File: config.mk
export PLATFORM = sky130hd
export DESIGN_NAME = multi_debouncer
export DESIGN_NICKNAME = d
export VERILOG_FILES = /design/src/rtl/multi_debouncer.sv
export SDC_FILE = /design/constraint.sdc
export NUM_CORES = 1
export LEC_CHECK = 0
export CORE_MARGIN = 2
export CORE_UTILIZATION = 45
export DETAILED_ROUTE_END_ITERATION = 6
export PLACE_DENSITY = 0.71
export SLEW_MARGIN = 30
export SYNTH_ARGS = -nofsm -noshare
export SYNTH_HDL_FRONTEND = slang
export SYNTH_SLANG_ARGS = --single-unit
export TNS_END_PERCENT = 100
File: constraint.sdc
create_clock -name clk -period 1.62 [get_ports clk]
set_input_delay 0.162 -clock clk [delete_from_list [all_inputs] [get_ports clk]]
set_output_delay 0.162 -clock clk [all_outputs]
set_load 0.03 [all_outputs]
File: src/rtl/multi_debouncer.sv
// multi_debouncer: bank of independent debouncers, one four-state FSM and
// tick counter per channel, with registered one-cycle rise/fall pulses.
//
// Parameters:
//   CHANNELS     - number of independent input channels (>=1)
//   BOUNCE_TICKS - cycles an input must be observed before a change is accepted (>=1)
//   MODE         - 0: sample-at-end, the level at the final tick decides
//                  1: strict-stable, any reversion during the wait aborts it
//
// Ports:
//   clk           - system clock, all logic on posedge
//   rst           - synchronous, active-high reset
//   bouncy_in     - raw per-channel inputs, may glitch
//   debounced_out - filtered level per channel
//   rise_pulse    - one-cycle pulse on the first cycle debounced_out is 1
//   fall_pulse    - one-cycle pulse on the first cycle debounced_out is 0
//
// Optional feature macro: MULTI_DEBOUNCER_SYNC_EN
//   When defined, each bouncy_in bit passes through a 2-flop synchronizer
//   (reset to 0) before the FSM, adding exactly 2 cycles to every latency.
module multi_debouncer #(
    parameter int CHANNELS     = 4,
    parameter int BOUNCE_TICKS = 10,
    parameter int MODE         = 0
) (
    input  logic                clk,
    input  logic                rst,
    input  logic [CHANNELS-1:0] bouncy_in,
    output logic [CHANNELS-1:0] debounced_out,
    output logic [CHANNELS-1:0] rise_pulse,
    output logic [CHANNELS-1:0] fall_pulse
);

    localparam int unsigned CW = $clog2(BOUNCE_TICKS) + 1;
    localparam logic [CW-1:0] CNT_LAST = CW'(BOUNCE_TICKS - 1);

    // Bit 1 of the encoding is the debounced level.
    localparam logic [1:0] S_0       = 2'b00;
    localparam logic [1:0] S_MAYBE_1 = 2'b01;
    localparam logic [1:0] S_1       = 2'b10;
    localparam logic [1:0] S_MAYBE_0 = 2'b11;

    logic [CHANNELS-1:0] fsm_in;

`ifdef MULTI_DEBOUNCER_SYNC_EN
    // Two-flop synchronizer in front of every channel.
    logic [CHANNELS-1:0] sync1_q;
    logic [CHANNELS-1:0] sync2_q;

    always_ff @(posedge clk) begin
        if (rst) begin
            sync1_q <= '0;
            sync2_q <= '0;
        end else begin
            sync1_q <= bouncy_in;
            sync2_q <= sync1_q;
        end
    end

    assign fsm_in = sync2_q;
`else
    assign fsm_in = bouncy_in;
`endif

    for (genvar g = 0; g < CHANNELS; g++) begin : g_ch
        logic [1:0]    state_q;
        logic [1:0]    state_d;
        logic [CW-1:0] cnt_q;
        logic [CW-1:0] cnt_d;
        logic          rise_q;
        logic          rise_d;
        logic          fall_q;
        logic          fall_d;

        // State, counter and pulse registers.
        always_ff @(posedge clk) begin
            if (rst) begin
                state_q <= S_0;
                cnt_q   <= '0;
                rise_q  <= 1'b0;
                fall_q  <= 1'b0;
            end else begin
                state_q <= state_d;
                cnt_q   <= cnt_d;
                rise_q  <= rise_d;
                fall_q  <= fall_d;
            end
        end

        // Next-state logic; pulses are derived from the level about to be
        // registered so they line up with the first cycle of the new level.
        always_comb begin
            state_d = state_q;
            cnt_d   = cnt_q;
            rise_d  = 1'b0;
            fall_d  = 1'b0;

            case (state_q)
                S_0: begin
                    if (fsm_in[g]) begin
                        state_d = S_MAYBE_1;
                        cnt_d   = '0;
                    end
                end
                S_MAYBE_1: begin
                    cnt_d = cnt_q + CW'(1);
                    if ((MODE == 1) && !fsm_in[g]) begin
                        state_d = S_0;
                    end else if (cnt_q == CNT_LAST) begin
                        state_d = fsm_in[g] ? S_1 : S_0;
                    end
                end
                S_1: begin
                    if (!fsm_in[g]) begin
                        state_d = S_MAYBE_0;
                        cnt_d   = '0;
                    end
                end
                S_MAYBE_0: begin
                    cnt_d = cnt_q + CW'(1);
                    if ((MODE == 1) && fsm_in[g]) begin
                        state_d = S_1;
                    end else if (cnt_q == CNT_LAST) begin
                        state_d = fsm_in[g] ? S_1 : S_0;
                    end
                end
                default: begin
                    state_d = S_0;
                end
            endcase

            rise_d = !state_q[1] && state_d[1];
            fall_d = state_q[1] && !state_d[1];
        end

        assign debounced_out[g] = state_q[1];
        assign rise_pulse[g]    = rise_q;
        assign fall_pulse[g]    = fall_q;
    end

endmodule

* Yosys cells after proc, flatten, opt, wreduce, memory -nomap -nowiden *
Cells that the tools add are included.

word-level totals
  register bits = 36
  input bits = 6
  output and inout bits = 12
  logic and storage cells = 116

cells by class
  $add $sub $neg = 4
  equality and inequality tests = 28
  multiplexer cells = 32
  reductions and logical operators = 32

operators with widths
  cell                 number
  $pmux 5 s3           4
  $mux 5               8
  $mux 2               16
  $pmux 2 s3           4
  $add 5x1->5 const B  4
  $eq 5x4->1 const B   4
  $eq 2x2->1 const B   8
  $ne 2x2->1 const B   8
  $reduce_and 3->1     4
  $eq 2x1->1 const B   4
  $logic_and 1x1->1    8
  $logic_not 1->1      8
  $logic_not 2->1      4
  $ne 2x1->1 const B   4
  $reduce_and 2->1     4
  $reduce_or 2->1      4

* Longest topological paths before layout *
  word-level depth = 5
  gate-level depth with buffers = 5
  mapped depth without buffers = 5

* Worst setup path after synthesis *
No wires, ideal clock.

  kind = register to register
  start = reg g_ch[2].cnt_q[0]
  end = reg g_ch[2].fall_q
  library setup time = 0.096 ns
  arrival = 1.127 ns
  data required time = 1.524 ns
  path slack = 0.397 ns
  stages on the path, launching flop included = 5
  buffers on the path = 0
  period minus slack after synthesis = 1.223 ns
  cell sequence = dfxtp_1 > ha_1 > nand2_1 > or3_1 > nor4b_1

between the ends
  word-level cells in the longest chain between the ends = 5

ends and longest elaborated chain
  what                    line      text
  from (decl)             68        logic [CW-1:0] cnt_q;
  from (signal assigned)  84        cnt_q <= cnt_d;
  $eq 5x4->1              109, 123
  $mux 2                  109, 123
  $pmux 2 s3              98        case (state_q)
  $logic_not 1->1         133       fall_d = state_q[1] && !state_d[1];
  $logic_and 1x1->1       133
  to (signal assigned)    86        fall_q <= fall_d;
  to (decl)               72        logic fall_q;

Every way passes these cells. The select of a mux whose other input is x is not followed.
A chain may end at the register's enable or synchronous reset.

* Final worst setup path *
  start = reg g_ch[0].state_q[1]
  end = out debounced_out[0]

RTL lines
  what                    line  text
  from (decl)             66    logic [1:0] state_q;
  from (signal assigned)  83    state_q <= state_d;
  to (decl)               29    output logic [CHANNELS-1:0] debounced_out,

No word-level cell between the ends.

==> summary.md <==
| Metric | Value |
|---|---|
| Layout Nets | 206 |
| Crit path time final | 1570 ps |
| Initial antenna violation count | 0 |
| Total Routing Usage GR | 15.73% |
| Hold Buf Count CTS | 0 |
| GPL Wtd Cong | 0.7518 |
| Final Cell Area | 1956 µm² |
| Final setup violation count | 0 |
| CTS buffer count | 5 |
| Ports | 18 |
| Max FO, Critical Path | 5 |
| Commonest non-fill, non-tap cells in the layout | 36 x dfxtp_1, 17 x nor3_1, 17 x clkdlybuf4s50_1 |
| Critical path capture point type | primary output |
| Initial core utilization | 46.21% |
| Die X | 65.09 µm |
| Worst hold endpoint | g_ch[1].cnt_q[1]$_SDFFE_PP0P_ |
| Synthesis-stage register bit count | 36 |
| Critical path depth | 1 |
| Clock Path Buffers | 2 |
| Worst Setup Path Type | reg -> out |
| Fill cell count | 339 |
| R2R setup slack | 250 ps |
| WP data arrival | 1410 ps |
| Synth top area cells | dfxtp_1 43%, ha_1 6.0%, buf_4 5.8% |
| Family with the most delay on the worst path | buffers and inverters |
| Clock latency at the later pin of the worst-skew pair | 280 ps |
| Synthesized area | 1679 µm² |
| # rows | 22 |
| First-pass GRT wire length | 5230 µm |
| Top-area cell type share of the netlist area | 42.92% |
| # resized after CTS | 0 |
| Crit-path max cell delay | 710 ps |
| Post-synthesis sequential area ratio | 42.92% |
| WP data required | 1460 ps |
| Slew at the pin with the worst max-slew slack | 342.8 ps |
| Bufs and invs on worst path | 1 |
| Post-DP Area | 1862 µm² |
| Via count | 1246 |
| Post-DP HPWL | 2095 µm |
| DRC | 0 |
| CP max stage cell | clkdlybuf4s50_1 |
| Worst R2R End | g_ch[0].fall_q$_SDFF_PP0_ |
| DR vias/cell | 5.170 |
| Die area | 4236 µm² |
| Synthesis Warnings | 0 |
| DR WL/cell | 11.60 µm |
| CTS root buf | clkbuf_8 |
| Number of port buffers | 17 |
| Clock-pin transition on the worst setup and hold timing paths | 70 ps |
| Met3 WL post-DR | 113 µm |
| Max Cap Viol | 0 |
| Origin of the critical flop-to-flop path | g_ch[0].cnt_q[0]$_SDFFE_PP0P_ |
| Clock skew | 6.593 ps |
| Status | finished, final reports clean |
| Cell breakdown of the critical path | clkdlybuf4s50_1 |
| RSZ-0062 raised after global routing | no |
| Hold path start | g_ch[1].cnt_q[1]$_SDFFE_PP0P_ |
| Netlist cell types | 25 |
| Most common cell after layout, fill and taps aside | dfxtp_1 |
| Post-CTS setup buffer count | 0 |
| Final antenna-violating net count | 0 |
| Hold Fails Final Rpt | 0 |
| Worst reg2reg path depth | 4 |
| Share of layout cells above drive strength 1 | 8.808% |
| TritonRoute pass-1 iters | 4 |
| Routed WL | 2795 µm |
| Leak Pwr | 0.7548 nW |
| Hold path depth | 1 |
| Vias in the first global route | 1301 |
| DIE HEIGHT | 65.09 µm |
| Final period util | 96.90% |
| M1 WL | 1282 µm |
| Antenna fix cells | 0 |
| CTS tree | done |
| Critical path launch point type | register |
| Fmax | 0.6370 GHz |
| Power Density | 874.1 nW/µm² |
| Sink Count | 36 |
| Maximum vdd drop | 381.0 µV |
| Fin. max-slew vios | 0 |
| Setup TNS | 0 ps |
| Hold Crit Class | reg -> reg |
| Grt total ovfl | 0 |
| Synthesized area per cell | 9.486 µm² |
| Detailed-routed wire length on met2 | 1345 µm |
| Area leader, netlist | dfxtp_1 |
| Area Growth Syn to Fin | 16.47% |
| Syn_nets | 191 |
| Post-Syn Instances | 177 |
| Core area | 3633 µm² |
| Htree depth | 2 |
| Max Used Layer | met4 |
| Worst slew margin | 77.08% |
| Core Util, Final | 53.82% |
| Largest net degree at the start of global routing | 31 |
| Iter 0 DRT Violations | 79 |
## cells in the mapped netlist (all sizes together)
master,number
a211o,4
a21o,2
a21oi,2
a221o,2
and3,5
buf,13
clkbuf,2
dfxtp,36
ha,8
inv,8
mux2,2
mux2i,4
nand2,3
nand2b,15
nand3,9
nor2,10
nor2b,4
nor3,17
nor4b,8
o21ai,4
o21ba,2
o22a,2
o2bb2ai,6
or3,3
xor2,6
## layer usage
metal,up-vias,track usage (%)
met5,-,0
met4,0,6.510
met3,6,4.167
met2,19,28.48
met1,577,17.30
li1,644,-
## registers in the layout, summed over array words and instances (netlist names)
signal	flops
g_ch.cnt_q	20
g_ch.state_q	8
g_ch.fall_q	4
g_ch.rise_q	4
## report_power, final
group | internal, mW | switching, mW
Clock | 0.345 | 0.298
Sequential | 0.911 | 0.0287
Combinational | 0.0676 | 0.0587
Total | 1.32 | 0.386
## worst max path at each step
| stage | slack (ps) | to | from |
|---|---|---|---|
| finish | 50 | debounced_out[0] | g_ch[0].state_q[1]$_SDFF_PP0_ |
| global route | 10 | debounced_out[0] | g_ch[0].state_q[1]$_SDFF_PP0_ |
| CTS | 50 | debounced_out[0] | g_ch[0].state_q[1]$_SDFF_PP0_ |
| detailed placement | 20 | g_ch[2].cnt_q[4]$_SDFFE_PP0P_ | rst |
| global placement | 70 | g_ch[2].cnt_q[4]$_SDFFE_PP0P_ | rst |
| floorplan | 400 | g_ch[2].fall_q$_SDFF_PP0_ | g_ch[2].cnt_q[0]$_SDFFE_PP0P_ |
## cells by family (layout without fill, tap and decap cells)
group	count (synthesis)	in the layout	synth area share (%)
DFF	36	36	42.92
xor gates and xnor gates	6	6	3.130
buffers and inverters	23	39	8.048
adders and majority gates	8	8	5.961
and+or+nand+nor	74	74	24.89
muxes	6	6	3.726
AOI/OAI and AO/OA	24	24	11.33
## per-stage QoR
stage	total power, mW	setup WS (ps)	std cells	hold slack [ps]
after floorplan	1.034	397.0	177	238.7
after global placement	1.077	69.30	233	487.6
after detailed placement	1.086	19.39	233	496.3
after CTS	1.737	52.43	241	507.7
after global routing	1.783	11.27	241	526.9
final	1.709	50.17	241	505.2
## cell type report
class                           instances  area (µm²)  area share (%)
Clock inverter                          1       7.507          0.3839
Multi-Input combinational cell        118       823.3           42.10
Clock buffer                            7       86.33           4.415
Sequential cell                        36       720.7           36.85
Tap cell                               48       60.06           3.071
Inverter                                8       30.03           1.536
Timing Repair Buffer                   23       227.7           11.64
Note: power is estimated with default switching activity, not from simulation.
